$ cat config.mk
export PLATFORM = sky130hd
export DESIGN_NAME = ex_muldiv_unit
export DESIGN_NICKNAME = d
export VERILOG_FILES = /design/src/rtl/ex_muldiv_unit.sv
export SDC_FILE = /design/constraint.sdc
export NUM_CORES = 2
export LEC_CHECK = 0
export CORE_MARGIN = 3
export CORE_UTILIZATION = 55
export CTS_BUF_LIST = sky130_fd_sc_hd__clkbuf_4 sky130_fd_sc_hd__clkbuf_8
export DETAILED_ROUTE_END_ITERATION = 16
export GPL_TIMING_DRIVEN = 0
export PLACE_DENSITY = 0.75
export SLEW_MARGIN = 20
export SYNTH_ARGS = -nofsm -noshare
export SYNTH_HDL_FRONTEND = slang
export SYNTH_SLANG_ARGS = --single-unit
$ cat constraint.sdc
create_clock -name clk -period 6.38 [get_ports clk]
set_input_delay 1.914 -clock clk [delete_from_list [all_inputs] [get_ports clk]]
set_output_delay 1.914 -clock clk [all_outputs]
set_load 0.02 [all_outputs]
$ cat src/rtl/ex_muldiv_unit.sv
// ex_muldiv_unit: iterative RV32M multiply/divide unit beside the EX-stage ALU.
// MUL retires mulBits multiplier bits per cycle; DIV is restoring, one bit per cycle.
// Divide-by-zero and signed overflow finish after a single cycle.
// Optional macro MULDIV_EARLY_OUT_EN: MUL stops once the remaining multiplier bits are zero.
module ex_muldiv_unit #(
   parameter int width   = 32,
   parameter int rsWidth = 5,
   parameter int mulBits = 4
) (
   input  logic               clk,
   input  logic               resetN,
   input  logic               startIn,
   input  logic [2:0]         func3,
   input  logic [width-1:0]   reg1Value,
   input  logic [width-1:0]   reg2Value,
   input  logic [rsWidth-1:0] rd,
   input  logic               killIn,
   input  logic               stallIn,
   output logic               busyOut,
   output logic               doneOut,
   output logic [width-1:0]   resultOut,
   output logic [rsWidth-1:0] rdOut
);

   localparam int CW = $clog2(width) + 1;
   localparam logic [CW-1:0] MUL_ITERS = CW'(width / mulBits);
   localparam logic [CW-1:0] DIV_ITERS = CW'(width);

   typedef enum logic [1:0] {IDLE, MUL, DIV, DONE} state_t;

   state_t               state;
   logic [CW-1:0]        cnt;
   logic [2*width-1:0]   prod;
   logic [2*width-1:0]   mcand;
   logic [width-1:0]     mplier;
   logic [width-1:0]     quo;
   logic [width-1:0]     rem;
   logic [width-1:0]     divisor;
   logic [1:0]           op;
   logic                 neg;
   logic                 negRem;
   logic                 spec;
   logic [rsWidth-1:0]   rdq;

   logic                 sgn1, sgn2;
   logic [width-1:0]     mag1, mag2;
   logic                 isSpecial;
   logic [width-1:0]     specVal;
   logic [2*width-1:0]   digit, mulStep, pfin;
   logic [width:0]       divTrial;
   logic                 divGe;
   logic [width:0]       divDiff;
   logic [width-1:0]     qfin, rfin;

   // Operand decode at accept: signedness, magnitudes and one-cycle divide cases.
   always_comb begin
      sgn1 = 1'b0;
      sgn2 = 1'b0;
      case (func3)
         3'd0, 3'd1, 3'd4, 3'd6: begin
            sgn1 = reg1Value[width-1];
            sgn2 = reg2Value[width-1];
         end
         3'd2:    sgn1 = reg1Value[width-1];
         default: ;
      endcase
      mag1 = sgn1 ? -reg1Value : reg1Value;
      mag2 = sgn2 ? -reg2Value : reg2Value;
      isSpecial = 1'b0;
      specVal   = '0;
      if (func3[2]) begin
         if (reg2Value == '0) begin
            isSpecial = 1'b1;
            specVal   = func3[1] ? reg1Value : '1;
         end else if (!func3[0] && reg2Value == '1 &&
                      reg1Value == {1'b1, {(width-1){1'b0}}}) begin
            isSpecial = 1'b1;
            specVal   = func3[1] ? '0 : reg1Value;
         end
      end
   end

   // Iteration datapath and final sign fix-up.
   always_comb begin
      digit    = {{(2*width-mulBits){1'b0}}, mplier[mulBits-1:0]};
      mulStep  = prod + mcand * digit;
      divTrial = {rem, quo[width-1]};
      divGe    = divTrial >= {1'b0, divisor};
      divDiff  = divTrial - {1'b0, divisor};
      pfin     = neg ? -prod : prod;
      qfin     = neg ? -quo : quo;
      rfin     = negRem ? -rem : rem;
   end

   // Control FSM with registered outputs; reset, then kill, take priority.
   always_ff @(posedge clk) begin
      if (!resetN) begin
         state     <= IDLE;
         cnt       <= '0;
         prod      <= '0;
         mcand     <= '0;
         mplier    <= '0;
         quo       <= '0;
         rem       <= '0;
         divisor   <= '0;
         op        <= '0;
         neg       <= 1'b0;
         negRem    <= 1'b0;
         spec      <= 1'b0;
         rdq       <= '0;
         busyOut   <= 1'b0;
         doneOut   <= 1'b0;
         resultOut <= '0;
         rdOut     <= '0;
      end else if (killIn) begin
         state   <= IDLE;
         busyOut <= 1'b0;
         doneOut <= 1'b0;
      end else begin
         case (state)
            IDLE: begin
               if (startIn) begin
                  cnt     <= '0;
                  op      <= func3[1:0];
                  rdq     <= rd;
                  neg     <= sgn1 ^ sgn2;
                  negRem  <= sgn1;
                  busyOut <= 1'b1;
                  if (!func3[2]) begin
                     state  <= MUL;
                     prod   <= '0;
                     mcand  <= {{width{1'b0}}, mag1};
                     mplier <= mag2;
                  end else begin
                     // Special cases park their answer in quo and finish on the next edge.
                     state   <= DIV;
                     spec    <= isSpecial;
                     quo     <= isSpecial ? specVal : mag1;
                     rem     <= '0;
                     divisor <= mag2;
                  end
               end
            end
            MUL: begin
               if (cnt == MUL_ITERS) begin
                  state     <= DONE;
                  busyOut   <= 1'b0;
                  doneOut   <= 1'b1;
                  rdOut     <= rdq;
                  resultOut <= (op == 2'd0) ? pfin[width-1:0] : pfin[2*width-1:width];
               end else begin
                  prod   <= mulStep;
                  mcand  <= mcand << mulBits;
                  mplier <= mplier >> mulBits;
`ifdef MULDIV_EARLY_OUT_EN
                  if ((mplier >> mulBits) == '0)
                     cnt <= MUL_ITERS;
                  else
                     cnt <= cnt + CW'(1);
`else
                  cnt    <= cnt + CW'(1);
`endif
               end
            end
            DIV: begin
               if (spec || cnt == DIV_ITERS) begin
                  state     <= DONE;
                  busyOut   <= 1'b0;
                  doneOut   <= 1'b1;
                  rdOut     <= rdq;
                  spec      <= 1'b0;
                  resultOut <= spec ? quo : (op[1] ? rfin : qfin);
               end else begin
                  rem <= divGe ? divDiff[width-1:0] : divTrial[width-1:0];
                  quo <= {quo[width-2:0], divGe};
                  cnt <= cnt + CW'(1);
               end
            end
            DONE: begin
               if (!stallIn) begin
                  state   <= IDLE;
                  doneOut <= 1'b0;
               end
            end
            default: state <= IDLE;
         endcase
      end
   end

endmodule

### Yosys cells after proc, flatten, opt, wreduce, memory -nomap -nowiden

Index checks and enable logic that the tools add are counted.

| word-level totals | value |
|---|---|
| bits in registers | 313 |
| input port bits | 77 |
| output and inout port bits | 39 |
| word-level logic and storage cells | 141 |

| cells by class | value |
|---|---|
| add/subtract/negate cells | 8 |
| $mul | 1 |
| $lt $le $gt $ge | 1 |
| equality and inequality tests | 19 |
| muxes and demuxes | 66 |
| bitwise logic cells | 3 |
| reduce and logical (&&, ||, !) cells | 26 |

Operators by type and width:

| operator | number |
|---|---|
| $mux W32 | 24 |
| $mux W64 | 7 |
| $pmux W32 S2 | 4 |
| $pmux W64 S2 | 2 |
| $neg A32 Y32 | 4 |
| $add A64 B64 Y64 | 1 |
| $eq A32 B32 Y1 const B | 2 |
| $mul A64 B4 Y64 | 1 |
| $neg A64 Y64 | 1 |
| $ge A33 B32 Y1 | 1 |
| $logic_not A32 Y1 | 1 |
| $sub A32 B32 Y32 | 1 |
| $reduce_and A4 Y1 | 5 |
| $reduce_and A5 Y1 | 4 |
| $mux W6 | 3 |
| $pmux W6 S3 | 1 |
| $ne A2 B2 Y1 const B | 8 |
| $mux W1 | 13 |
| $mux W2 | 5 |
| $mux W5 | 2 |
| $pmux W5 S2 | 1 |
| $pmux W2 S4 | 1 |
| $add A6 B1 Y6 const B | 1 |
| $eq A3 B3 Y1 const B | 2 |
| 21 further kinds | 29 |

### Logic depth before layout (Yosys ltp)

| logic depth | value |
|---|---|
| depth after elaboration | 10 |
| depth in mapped cells | 20 |
| depth with buffers taken out | 18 |

### Worst setup path after synthesis

No wires, ideal clock.

| path | value |
|---|---|
| path kind | flip-flop to flip-flop |
| start point | register mplier[2] |
| end point | register prod[56] |
| setup time | 0.129 ns |
| arrival | 4.726 ns |
| required time | 6.251 ns |
| slack | 1.525 ns |
| cell stages (with the launch flop) | 21 |
| buffers on the path | 3 |
| clock period less this slack | 4.855 ns |
| path through | dfxtp_1 -> clkbuf_1 -> clkbuf_1 -> and2_1 -> fa_1 -> fa_1 -> inv_1 -> fa_1 -> inv_1 -> ha_1 -> clkbuf_1 -> a21oi_1 -> o22ai_1 -> o41a_1 -> nand3_1 -> nand4_1 -> a31oi_1 -> o31ai_1 -> a41oi_1 -> xor2_1 -> o21ai_0 |

| between the ends | value |
|---|---|
| cells in the longest elaborated chain, start to end | 4 |

RTL lines:

| what | line | text |
|---|---|---|
| start: declaration | 35 | `logic [width-1:0] mplier;` |
| start signal: assignment | 133 | `mplier <= mag2;` |
| start signal: assignment | 154 | `mplier <= mplier >> mulBits;` |
| $mul A64 B4 Y64 | 86 | `mulStep = prod + mcand * digit;` |
| $add A64 B64 Y64 | 86 |  |
| $mux W64 | 145 | `if (cnt == MUL_ITERS) begin` |
| $pmux W64 S2 | 120 | `case (state)` |
| end signal: assignment | 152 | `prod <= mulStep;` |
| end: declaration | 33 | `logic [2*width-1:0] prod;` |

Every way passes these cells. The select of a mux whose other input is x is not followed.
A chain may end at the register's enable or synchronous reset.

### Final worst setup path

| path | value |
|---|---|
| start point | register mplier[0] |
| end point | register prod[59] |

The elaborated chain is that of the path after synthesis.

==> summary.txt <==
Global route
  – Initial antenna violation count: 6
  – Congestion Overflow GR: 0
  – Vias in the first global route: 28300
  – GRT Overall Usage: 40.0%
  – Largest net degree at the start of global routing: 17
  – First-pass GRT wire length: 174 mm

CTS
  – H-tree Lvls: 2
  – Hold_buf cts: 0
  – Clk sinks: 313
  – CTS Buf Count: 57
  – Post-CTS setup buffer count: 0
  – CTS root buf: clkbuf_8
  – Max clock buf depth: 3
  – Skew-Pair Late Insertion Delay: 0.71 ns
  – CTS tree: built
  – Clock-pin slew on the worst setup and hold paths: 0.07 ns

Route
  – Post-DR vias/cell: around 6.3
  – First-pass DRT Iterations: 6
  – Antenna Violating Nets Remaining: 0
  – DRT iter0 DRCs: 3862
  – # DRC: 0
  – Final WL: 115 mm
  – Vias after detailed routing: 30900
  – Drt wl/cell: 23.7 µm

STA
  – Unrepaired setup endpoints after global routing: false
  – Minimum clock period: 6.14 ns
  – Slew Limit Fails: 0
  – Final period util: 96.3%
  – Fin Setup TNS: 0 ns
  – Final setup violation count: 0
  – Fmax: around 160 MHz
  – Final worst clock skew: 0.0344 ns
  – Relative max-transition margin: 16.5%
  – Final hold slack: 0.453 ns
  – Final setup margin: 0.236 ns
  – Hold Vio Cnt, Final: 0
  – Worst Tran Pin Value: 1.25 ns

Setup path
  – Crit path launch type: flip-flop
  – Worst Path Required: 6.97 ns
  – Reg2reg setup slack: 0.24 ns
  – Arr. time, crit path: 6.74 ns
  – CP max FO: 10
  – Crit path capture type: flip-flop
  – Critical setup path kind: flip-flop to flip-flop

Logic synthesis
  – Count of state elements after synthesis: roughly 310
  – Most used DFF post-synth: dfxtp_1
  – Post-synth EDFFs: 0
  – Asr flop ratio synth: 0%
  – Synthesized area per cell: 7.43 µm²
  – Post-Synthesis Cells: 3966
  – Synthesized area: between 20000 and 30000 µm²
  – Yosys Warn Count: 0
  – Yosys top cell by area: dfxtp_1
  – Seq/Total Area, Yosys: 21.3%
  – Count of cell types in the netlist: 83
  – Post-synth top area share: 21.3%
  – Synth area leaders: dfxtp_1 (21%), fa_1 (12%), a21oi_1 (5.9%)
  – Synthesized Nets: roughly 4300

Placed design
  – Pre-CTS WS: -0.547 ns
  – GPL Wtd Cong: 1.06
  – Detail Placement HPWL: 90.8 mm
  – PortBufs: 112

Die
  – Core area: 52800 µm²
  – Ports: 116
  – DIE WIDTH: 237 µm
  – Die Ht: around 240 µm
  – Initial Utilization: 55.8%
  – Die Area: 56400 µm²
  – # rows: 84

Layout
  – Commonest non-fill, non-tap cells in the layout: nand2_1 (464), inv_1 (387), a21oi_1 (347)
  – Layout Utilization: 62.1%
  – Nets: 4508
  – Most common cell after layout, fill and taps aside: nand2_1
  – Synthesis-to-finish area growth: 11.2%
  – Fraction of layout cells with a size suffix above 1: 4.11%

Power
  – Static Leakage: around 0.013 µW
  – Tot Pwr: between 5000 and 6000 µW
  – PD cells: between 150 and 200 nW/µm²
  – VDD IR max: 0.167 mV

Status
  – Status: finished, final reports clean

Worst hold path
  – Worst min path class: flip-flop to flip-flop

Job
  – Max_cap viols: 0
==> metal layers <==
| layer | share of wire [%] | up-vias | routed length (µm) | global-route usage [%] |
|---|---|---|---|---|
| li1 | - | 14000 | - | - |
| met1 | 43 | 14800 | 49600 | 58.8 |
| met2 | 39 | 1785 | 45500 | 54.9 |
| met3 | 13 | 286 | 15400 | 12.0 |
| met4 | 4.2 | 0 | 4880 | 15.2 |
| met5 | 0 | - | 0 | 0 |
==> worst max-delay path, cell delays in order (launching register included) <==
cell      delay (ns)
dfxtp_1         0.54
clkbuf_2        0.48
clkbuf_1        0.68
nand2_1         0.16
fa_1            0.48
fa_1            0.52
inv_1           0.05
ha_1            0.32
nand2b_1        0.11
a211oi_1        0.37
nor2_1          0.16
o221ai_1        0.38
o21ai_0         0.29
a21o_1          0.32
o31ai_1         0.52
o21ai_0         0.18
and3_1          0.22
o31ai_1         0.23
==> state kept, by name (all words and copies together) (netlist names) <==
| name | cells |
|---|---|
| mplier | 32 |
| quo | 32 |
| state | 2 |
| doneOut | 1 |
| spec | 1 |
| op | 2 |
| divisor | 32 |
| rem | 32 |
| neg | 1 |
| rdOut | 5 |
| rdq | 5 |
| prod | 64 |
| mcand | 64 |
| negRem | 1 |
| resultOut | 32 |
| cnt | 6 |
| busyOut | 1 |
==> final timing paths <==
| path | from | to | cells past startpoint |
|---|---|---|---|
| max | mplier[0]$_SDFFE_PN0P_ | prod[59]$_SDFFE_PN0P_ | 17 |
| min | mplier[26]$_SDFFE_PN0P_ | mplier[26]$_SDFFE_PN0P_ | 2 |
| max reg2reg | mplier[0]$_SDFFE_PN0P_ | prod[59]$_SDFFE_PN0P_ | 17 |
| min reg2reg | mplier[26]$_SDFFE_PN0P_ | mplier[26]$_SDFFE_PN0P_ | 2 |
==> cell usage after synthesis (all sizes together), types with 56 or more instances <==
| master | count |
|---|---|
| a21oi | 349 |
| clkbuf | 229 |
| a22oi | 70 |
| nand3 | 73 |
| and2 | 248 |
| xnor2 | 111 |
| nand2 | 464 |
| inv | 390 |
| nor3 | 56 |
| dfxtp | 313 |
| nor2 | 278 |
| ha | 113 |
| o21ai | 295 |
| xor2 | 86 |
| fa | 183 |
==> cell type report <==
class	instances	area [µm²]
Multi-Input combinational cell	3003	20800
Fill cell	4961	20000
Sequential cell	313	6270
Inverter	392	1470
Timing Repair Buffer	112	1120
Clock buffer	80	1020
Buffer	256	998
Tap cell	688	861
Clock inverter	25	262
Antenna cell	3	7.51
==> report_power, final <==
part / internal [µW] / leakage, µW / total (µW) / switching [µW]
Combinational: 391 / 0.0101 / 1220 / 833
Sequential: 2020 / 0.00254 / 2110 / 90.4
Clock: 1210 / 0.000663 / 2210 / 998
Total: 3620 / 0.0132 / 5540 / 1920
==> per-stage QoR <==
step,area [µm²],std cells
global route,32800,4871
finish,32800,4872
detailed placement,31400,4766
CTS,32700,4869
floorplan,29500,3966
global placement,31400,4766
==> kinds of logic (layout without fill, tap and decap cells) <==
family,Yosys count,in the layout,share of synthesized area (%)
buf+inv,650,865,8.37
flops,313,313,21.3
compound gates,1113,1113,23.5
other cells,0,3,0
xor+xnor,197,197,5.86
simple gates,1361,1361,22.5
mux,34,34,1.16
fa+ha+maj,298,298,17.3
==> timing repair <==
| item | in CTS | in global routing |
|---|---|---|
| resized for setup | 8 | 15 |
| pin swaps | 0 | 0 |
| setup endpoints to repair | 9 | 20 |
| endpoints found under the hold margin | 0 | 0 |
Power figures use the tool's default switching activity.
